<file path="src/rtl/control.sv">
// -----------------------------------------------------------------------------
// control
//
// Purpose:
//   Counting controller for the datapath. Counts the clock cycles in which the
//   `counting` request is sampled high. When COUNT_MAX such cycles have been
//   seen, it raises `ready`. `ready` stays high until the requester drops
//   `counting`. Low cycles in the middle of a phase pause the count; they do
//   not clear it.
//
// Parameters:
//   COUNT_MAX  Number of sampled-high cycles of `counting` needed before
//              `ready` is raised. Must be >= 1.
//   CNT_W      Counter width. It must be wide enough to hold COUNT_MAX.
//
// Ports:
//   clk       in   Single clock. All state changes on its rising edge.
//   rst       in   Synchronous reset, active low.
//   counting  in   Count request. Sampled on every rising edge.
//   ready     out  Registered. 1 once COUNT_MAX highs have been counted.
// -----------------------------------------------------------------------------
module control #(
    parameter int COUNT_MAX = 16,
    parameter int CNT_W     = $clog2(COUNT_MAX + 1)
) (
    input  logic clk,
    input  logic rst,
    input  logic counting,
    output logic ready
);

    localparam logic [1:0] ST_IDLE  = 2'd0;
    localparam logic [1:0] ST_COUNT = 2'd1;
    localparam logic [1:0] ST_DONE  = 2'd2;

    localparam logic [CNT_W-1:0] CNT_LAST = CNT_W'(COUNT_MAX);
    localparam logic [CNT_W-1:0] CNT_ONE  = CNT_W'(1);

    logic [1:0]       r_state_reg;
    logic [1:0]       r_state_next;
    logic [CNT_W-1:0] r_cnt_reg;
    logic [CNT_W-1:0] r_cnt_next;
    logic             r_ready_reg;
    logic             r_ready_next;

    logic [CNT_W-1:0] w_cnt_inc;

    assign w_cnt_inc = r_cnt_reg + CNT_ONE;

    always_comb begin
        r_state_next = r_state_reg;
        r_cnt_next   = r_cnt_reg;
        r_ready_next = r_ready_reg;
        case (r_state_reg)
            ST_IDLE: begin
                r_cnt_next   = '0;
                r_ready_next = 1'b0;
                if (counting) begin
                    r_cnt_next = CNT_ONE;
                    // A single-cycle phase completes on the first high.
                    if (CNT_ONE == CNT_LAST) begin
                        r_state_next = ST_DONE;
                        r_ready_next = 1'b1;
                    end else begin
                        r_state_next = ST_COUNT;
                    end
                end
            end
            ST_COUNT: begin
                // A low cycle is a pause: the count and the state are held.
                if (counting) begin
                    r_cnt_next = w_cnt_inc;
                    if (w_cnt_inc == CNT_LAST) begin
                        r_state_next = ST_DONE;
                        r_ready_next = 1'b1;
                    end
                end
            end
            ST_DONE: begin
                // While the request is held, the count stays at COUNT_MAX.
                // It does not wrap and does not start counting again.
                r_cnt_next   = CNT_LAST;
                r_ready_next = 1'b1;
                if (!counting) begin
                    r_state_next = ST_IDLE;
                    r_cnt_next   = '0;
                    r_ready_next = 1'b0;
                end
            end
            default: begin
                // An unused state encoding returns to a clean idle.
                r_state_next = ST_IDLE;
                r_cnt_next   = '0;
                r_ready_next = 1'b0;
            end
        endcase
    end

    always_ff @(posedge clk) begin
        if (!rst) begin
            r_state_reg <= ST_IDLE;
            r_cnt_reg   <= '0;
            r_ready_reg <= 1'b0;
        end else begin
            r_state_reg <= r_state_next;
            r_cnt_reg   <= r_cnt_next;
            r_ready_reg <= r_ready_next;
        end
    end

    assign ready = r_ready_reg;

endmodule

</file>
<file path="config.mk">
export PLATFORM = sky130hd
export DESIGN_NAME = control
export DESIGN_NICKNAME = d
export VERILOG_FILES = /design/src/rtl/control.sv
export SDC_FILE = /design/constraint.sdc
export NUM_CORES = 1
export LEC_CHECK = 0
export CAP_MARGIN = 40
export CORE_MARGIN = 5
export CORE_UTILIZATION = 25
export CTS_CLUSTER_DIAMETER = 120
export CTS_CLUSTER_SIZE = 24
export DETAILED_ROUTE_END_ITERATION = 6
export PLACE_DENSITY = 0.45
export SYNTH_ARGS = -nofsm -noshare
export SYNTH_HDL_FRONTEND = slang
export SYNTH_SLANG_ARGS = --single-unit
</file>
<file path="constraint.sdc">
create_clock -name clk -period 2.7 [get_ports clk]
set_clock_uncertainty 0.15 [all_clocks]
set_input_delay 0.405 -clock clk [delete_from_list [all_inputs] [get_ports clk]]
set_output_delay 0.405 -clock clk [all_outputs]
set_load 0.02 [all_outputs]
</file>
* After elaboration in Yosys (flattened, before gate mapping) *
Index checks and enable logic that the tools add are counted.

cells by class
  add/subtract/negate cells = 1
  equal/unequal tests = 7
  muxes and demuxes = 13
  reductions and logical operators = 3

operators with widths
  kind                                                                   count
  5-bit one-hot mux with 3 select lines                                  1
  5-bit two-way mux                                                      2
  2-bit two-way mux                                                      4
  2-bit inequality test, second input constant                           4
  2-bit one-hot mux with 3 select lines                                  1
  5-bit by 1-bit adder with 5-bit output, second input constant          1
  5-bit equality test, second input constant                             1
  1-bit two-way mux                                                      4
  4-bit AND reduction                                                    1
  2-bit by 1-bit equality test with 1-bit output, second input constant  1
  2-bit equality test, second input constant                             1
  2-bit logical NOT                                                      1
  1-bit one-hot mux with 2 select lines                                  1
  2-bit AND reduction                                                    1

storage, ports and cells
  flip-flop bits (word level) = 8
  bits of input ports = 3
  word-level logic and storage cells = 27

* Depth between registers and ports, before layout *
Gate-level depths: netlist of run 1.

  depth after elaboration = 5
  gate-level depth with buffers = 6
  gate-level depth less buffers = 6

* Worst setup path before layout of run 1 *
OpenSTA, ideal clock, no wires.

  path type = register to register
  start = reg r_cnt_reg[0]
  end = reg r_state_reg[0]
  data arrival time = 1.484 ns
  setup slack = 0.995 ns
  cell stages (with the launch flop) = 7
  path buffers = 0
  period minus slack after synthesis = 1.705 ns
  cells stage by stage = dfxtp_1 > ha_1 > and3_2 > xnor2_1 > o2111ai_2 > a21oi_2 > mux2i_1

on the way
  longest elaborated chain between the ends = 4

RTL lines
  what                                    line  source
  start, declared                         41    logic [CNT_W-1:0] r_cnt_reg;
  start signal, assigned                  106   r_cnt_reg <= r_cnt_next;
  5-bit by 1-bit adder with 5-bit output  48    assign w_cnt_inc = r_cnt_reg + CNT_ONE;
  5-bit equality test                     73    if (w_cnt_inc == CNT_LAST) begin
  2-bit inequality test (no source line)  n/a
  4-bit AND reduction (no source line)    n/a
  end signal, assigned                    105   r_state_reg <= r_state_next;
  end, declared                           39    logic [1:0] r_state_reg;

No other way between the ends.
A chain may end at the register's enable or synchronous reset.

* Final worst setup path of run 1 *
Ends and elaborated chain as after synthesis.

==> out/qor.csv, run 1 <==
stage,metric,value,unit
critical_path,crit_arrival,1.91,ns
clock_network,tritoncts,built,
critical_path,required,2.74,ns
yosys,async_flop_share,0,
detailed_routing,ant_nets,0,
layout,drive_gt1_frac,0.1212,
timing,finalHoldViolCount,0,
floorplan,start_util,0.2694,
global_routing,grt.total_usage,0.07859,
global_routing,grt_pass1_vias,447,
critical_path,cp-start-kind,register,
clock_network,ctsHoldBuffers,0,
layout,syn_to_final_growth,15.08,%
flow_run,drv_cap,0,
floorplan,die_h,56.45,µm
yosys,synth_edf_count,0,
timing,worst_pin_slew,0.3846,ns
yosys,syn_area_per_cell,8.840,µm²
yosys,synth_area_leaders,"dfxtp_1, ha_1, mux2i_1",
clock_network,cts_resized,0,
yosys,yosys-top-cells-count,"dfxtp_1, ha_1, nand2_1, nor2_1",
critical_path,critPathKind,reg2reg,
clock_network,root_buffer,clkbuf_4,
hold_path,hp-class,reg2reg,
yosys,synth_area_leader_cell,dfxtp_1,
floorplan,rows,16,
timing,rsz0062_at_grt,no,
layout,antennaDiodeCount,0,
critical_path,critPathMaxFanout,6,
detailed_routing,wl,1082,µm
yosys,synth.distinct_cells,28,
layout,largest_reg_flops,5,
power_and_ir_drop,total_power,0.0003123,W
power_and_ir_drop,vdd_ir_drop_max,283.1,µV
placement,io_buffer_count,3,
layout,fin_util,0.3100,
power_and_ir_drop,leakage,0.2542,nW
global_routing,grt_pass1_wl,1897,µm
timing,setup_tns,0,ns
floorplan,die_area,3186,µm²
clock_network,clock_latency,0.26,ns
floorplan,io_pins,4,
run_status,outcome,"finished, final reports clean",
yosys,yosysMostFrequentCell,dfxtp_1,
global_routing,grt.overflow.total,0,
detailed_routing,dr.pass1.iters,2,
timing,timing.hold.ws,0.3561,ns
detailed_routing,routedWlPerCell,11.63,µm
layout,nets,78,
yosys,netlist_instances,61,
power_and_ir_drop,power_frac_seq,0.446,
detailed_routing,drtIter0Drc,1,
global_routing,grt_max_degree,11,
placement,finalWeightedCongestion,0.7670,
floorplan,die-width,56.45,µm
detailed_routing,drc_errors,0,
clock_network,cts_setup_buffers,0,
power_and_ir_drop,pwr-share-comb,0.251,
timing,slew_headroom,0.7428,
detailed_routing,via_per_inst,4.688,
power_and_ir_drop,p_int,0.0002118,W
clock_network,clk_path_buf_depth,2,
clock_network,numClockSinks,8,
placement,place_hpwl,816.8,µm
yosys,synth_top_area_frac,0.2970,
power_and_ir_drop,powerDensity,503.3,nW/µm²
detailed_routing,vias,436,
global_routing,antenna_found_initial,0,
timing,setup_viol,0,
timing,drv_slew,0,
clock_network,cts_buffers,3,
yosys,synth_area,539.3,µm²
timing,timing.final.crit_share,0.6925,
timing,finalCriticalPeriod,1.870,ns
floorplan,core-area,2002,µm²
timing,fmax,534.8,MHz
yosys,ys_warn_count,0,
yosys,syn_nets,71,
power_and_ir_drop,switching_share,0.3218,
clock_network,cts_max_level,1,
power_and_ir_drop,pwr-share-clk,0.302,
yosys,synthFlopType,dfxtp_1,
yosys,ys_seq_area_frac,0.2970,
power_and_ir_drop,switchingPower,0.0001005,W
critical_path,end_kind,register,
yosys,ys_ff_latch,8,
clock_network,path_clk_slew,0.06,ns
## power by group through the flow
stage                     combinational (W)  clock (W)  sequential [W]
final                             0.0000785  0.0000944        0.000139
after global routing              0.0000904   0.000105        0.000141
after CTS                         0.0000794  0.0000991        0.000139
after detailed placement          0.0000793          0        0.000142
after global placement            0.0000805          0        0.000143
after floorplan                   0.0000608          0        0.000139
## metrics by stage
stage                     instances  setup WS [ns]  cell area (µm²)
after floorplan                  61         0.9947            539.3
after global placement           90         0.6977            598.1
after detailed placement         90         0.6694            598.1
after CTS                        93         0.8372            620.6
after global routing             93         0.7267            620.6
final                            93         0.8302            620.6
## kinds of logic (layout without fill, tap and decap cells)
kind of cell | after synthesis | count (layout) | share of synthesized area
fa+ha+maj | 7 | 7 | 0.1624
mux | 4 | 4 | 0.07657
simple gates | 24 | 24 | 0.2344
xor+xnor | 1 | 1 | 0.01624
flops | 8 | 8 | 0.2970
compound gates | 13 | 13 | 0.1833
buf+inv | 4 | 9 | 0.03015
## final timing paths
| kind | startpoint | endpoint | slack [ns] | cells after the start |
|---|---|---|---|---|
| max | r_cnt_reg[0] | r_state_reg[0] | 0.83 | 6 |
| min | r_state_reg[0] | r_state_reg[0] | 0.36 | 2 |
| max reg2reg | r_cnt_reg[0] | r_state_reg[0] | 0.83 | 6 |
| min reg2reg | r_state_reg[0] | r_state_reg[0] | 0.36 | 2 |
## final cells by class
class / instances / area, µm²
Timing Repair Buffer: 3 / 30.03
Clock buffer: 3 / 22.52
Fill cell: 223 / 1381
Multi-Input combinational cell: 49 / 362.8
Tap cell: 27 / 33.78
Sequential cell: 8 / 160.2
Inverter: 3 / 11.26
## cells in the final DEF (no fill, tap or decap), types with 2 or more instances in the layout
cell             instances
dfxtp_1                  8
inv_1                    3
nand2_1                  6
mux2i_1                  3
clkbuf_4                 3
nor3_1                   2
nor2_1                   6
a21oi_1                  2
o21ai_0                  2
ha_1                     7
a22oi_1                  2
clkdlybuf4s50_1          3
nor2b_1                  3
## critical path: stages, from the launching register on
cell	delay (ns)
dfxtp_1	0.43
ha_1	0.26
and3_2	0.24
xnor2_1	0.13
o2111ai_2	0.21
a21oi_2	0.20
mux2i_1	0.17
## per-layer routing
| metal | global-route usage | up-vias | part of all wire | wire, µm |
|---|---|---|---|---|
| li1 | - | 230 | - | - |
| met1 | 0.09290 | 197 | 0.52 | 561 |
| met5 | 0 | - | 0 | 0 |
| met4 | 0.04068 | 0 | 0.0074 | 8 |
| met3 | 0.04587 | 2 | 0.052 | 56 |
| met2 | 0.1106 | 7 | 0.42 | 455 |
Power figures use the tool's default switching activity.
==> run 2: changes to the inputs <==
PLACE_DENSITY = 0.46   (was 0.45)
clock period = 1.6 ns   (was 2.7 ns; I/O delays follow)
==> run 2 against run 1 <==
  * Clock power up 66%
  * Maximum frequency up 18%
  * Combinational power up 110%
  * Non-clock buffer count up 10
  * Cell count up 11%
  * Sequential cell count unchanged
  * Critical endpoint unchanged
==> out/qor.csv, run 2 (synthesized netlist as in run 1, its figures left out) <==
stage,metric,value,unit,change
run_status,outcome,"finished, final reports clean",,
layout,layout_commonest_cell,buf_4,,
detailed_routing,via_per_inst,4.427,,-5.6%
placement,finalWeightedCongestion,0.7204,,-6.1%
placement,place_hpwl,860.9,µm,+5.4%
floorplan,io_pins,4,,unchanged
layout,drive_gt1_frac,0.3289,,+0.2077
clock_network,clk_path_buf_depth,2,,unchanged
placement,post-place-cells,100,,+11%
clock_network,tritoncts,built,,
timing,timing.final.crit_share,0.9939,,+0.3014
global_routing,grt.overflow.total,0,,unchanged
placement,io_buffer_count,3,,unchanged
timing,setup_viol,0,,unchanged
clock_network,ctsHoldBuffers,0,,unchanged
timing,fin_ws,0.009708,ns,-0.8204 ns
clock_network,cts_max_level,1,,unchanged
power_and_ir_drop,leakage,0.3284,nW,+29%
critical_path,required,1.64,ns,-1.10 ns
floorplan,core-area,2002,µm²,unchanged
floorplan,die-width,56.45,µm,unchanged
layout,final_area,739.5,µm²,+19%
floorplan,rows,16,,unchanged
timing,rsz0062_at_grt,yes,,
global_routing,antenna_found_initial,0,,unchanged
critical_path,cp-start-kind,register,,
timing,drv_slew,0,,unchanged
timing,finalCriticalPeriod,1.590,ns,-0.2796 ns
critical_path,critPathKind,reg2reg,,
timing,fmax,628.8,MHz,+18%
flow_run,drv_cap,0,,unchanged
critical_path,end_kind,register,,
detailed_routing,routedWlPerCell,10.80,µm,-7.2%
layout,nets,88,,+13%
global_routing,grt_pass1_wl,1842,µm,-2.9%
hold_path,hp-class,reg2reg,,
floorplan,die_area,3186,µm²,unchanged
detailed_routing,vias,456,,+4.6%
clock_network,root_buffer,clkbuf_4,,
detailed_routing,drtIter0Drc,6,,+5
layout,final_cell_mix,"buf_4, nor2_1, ha_1, dfxtp_1, nand2_1",,
layout,antennaDiodeCount,0,,unchanged
floorplan,start_util,0.2694,,unchanged
timing,worst_pin_slew,0.2719,ns,-0.1127 ns
power_and_ir_drop,vdd_ir_drop_max,331.2,µV,+17%
layout,largest_reg_flops,5,,unchanged
clock_network,cts_setup_buffers,0,,unchanged
clock_network,numClockSinks,8,,unchanged
placement,dpl_cell_area,678.2,µm²,+13%
layout,final_cells,103,,+11%
global_routing,grt_pass1_vias,457,,+2.2%
timing,timing.hold.ws,0.3499,ns,-0.006225 ns
detailed_routing,ant_nets,0,,unchanged
global_routing,grt.total_usage,0.07624,,-0.002353
floorplan,die_h,56.45,µm,unchanged
detailed_routing,wl,1112,µm,+2.8%
critical_path,crit_arrival,1.63,ns,-0.28 ns
placement,dp_slack,-0.07793,ns,-0.7473 ns
critical_path,critPathMaxFanout,3,,-3
timing,setup_tns,0,ns,unchanged
timing,slew_headroom,0.8188,,+0.07596
timing,finalHoldViolCount,0,,unchanged
clock_network,clock_latency,0.26,ns,about the same
clock_network,cts_buffers,3,,unchanged
power_and_ir_drop,powerDensity,749.7,nW/µm²,+49%
layout,syn_to_final_growth,37.12,%,
global_routing,grt_max_degree,8,,-3
clock_network,path_clk_slew,0.05,ns,about the same
detailed_routing,drc_errors,0,,unchanged
detailed_routing,dr.pass1.iters,4,,+2
-- run 2: critical path, cell delays in order, from the launching register on --
cell,delay [ns]
dfxtp_2,0.35
ha_4,0.15
buf_6,0.09
nand2_2,0.05
nor3_2,0.17
o2111ai_2,0.20
a21oi_2,0.18
mux2i_1,0.18
-- run 2: what timing repair did --
item                                    CTS  global route
pin swaps                                 4             6
endpoints found under the setup margin    4             5
gates resized for setup                   3             5
-- run 2: per-stage QoR --
stage | util | power [W]
4_1_cts | 0.3606 | 0.0005567
3_5_place_dp | 0.3388 | 0.0003978
2_1_floorplan | - | 0.0003392
6_report | 0.3694 | 0.0005544
5_1_grt | 0.3694 | 0.0005865
3_3_place_gp | 0.3388 | 0.0004015
-- run 2: final cells by class --
type	count	area [µm²]
fillers	205	1262
multi-input cells	49	397.9
flip-flops and latches	8	162.7
repair buffers	13	111.4
well taps	27	33.78
clock buffers	3	22.52
inverters	3	11.26
-- run 2: worst paths after layout --
| kind | startpoint | end | slack [ns] | cells past startpoint |
|---|---|---|---|---|
| max | r_cnt_reg[0] | r_state_reg[0] | 0.01 | 7 |
| min | r_state_reg[0] | r_state_reg[0] | 0.35 | 2 |
| max reg2reg | r_cnt_reg[0] | r_state_reg[0] | 0.01 | 7 |
| min reg2reg | r_state_reg[0] | r_state_reg[0] | 0.35 | 2 |
-- run 2: metal layers --
layer / share of wire / vias up / GRT usage
met5: 0 / - / 0
met4: 0.021 / 0 / 0.06102
met2: 0.44 / 6 / 0.1056
met3: 0.022 / 2 / 0.02752
met1: 0.52 / 199 / 0.09290
li1: - / 249 / -
-- run 2: power breakdown --
part / leakage [nW] / internal (W) / switching [W]
clock network: 0.0138 / 0.0000860 / 0.0000712
logic: 0.249 / 0.0000771 / 0.0000882
registers: 0.0658 / 0.000216 / 0.0000157
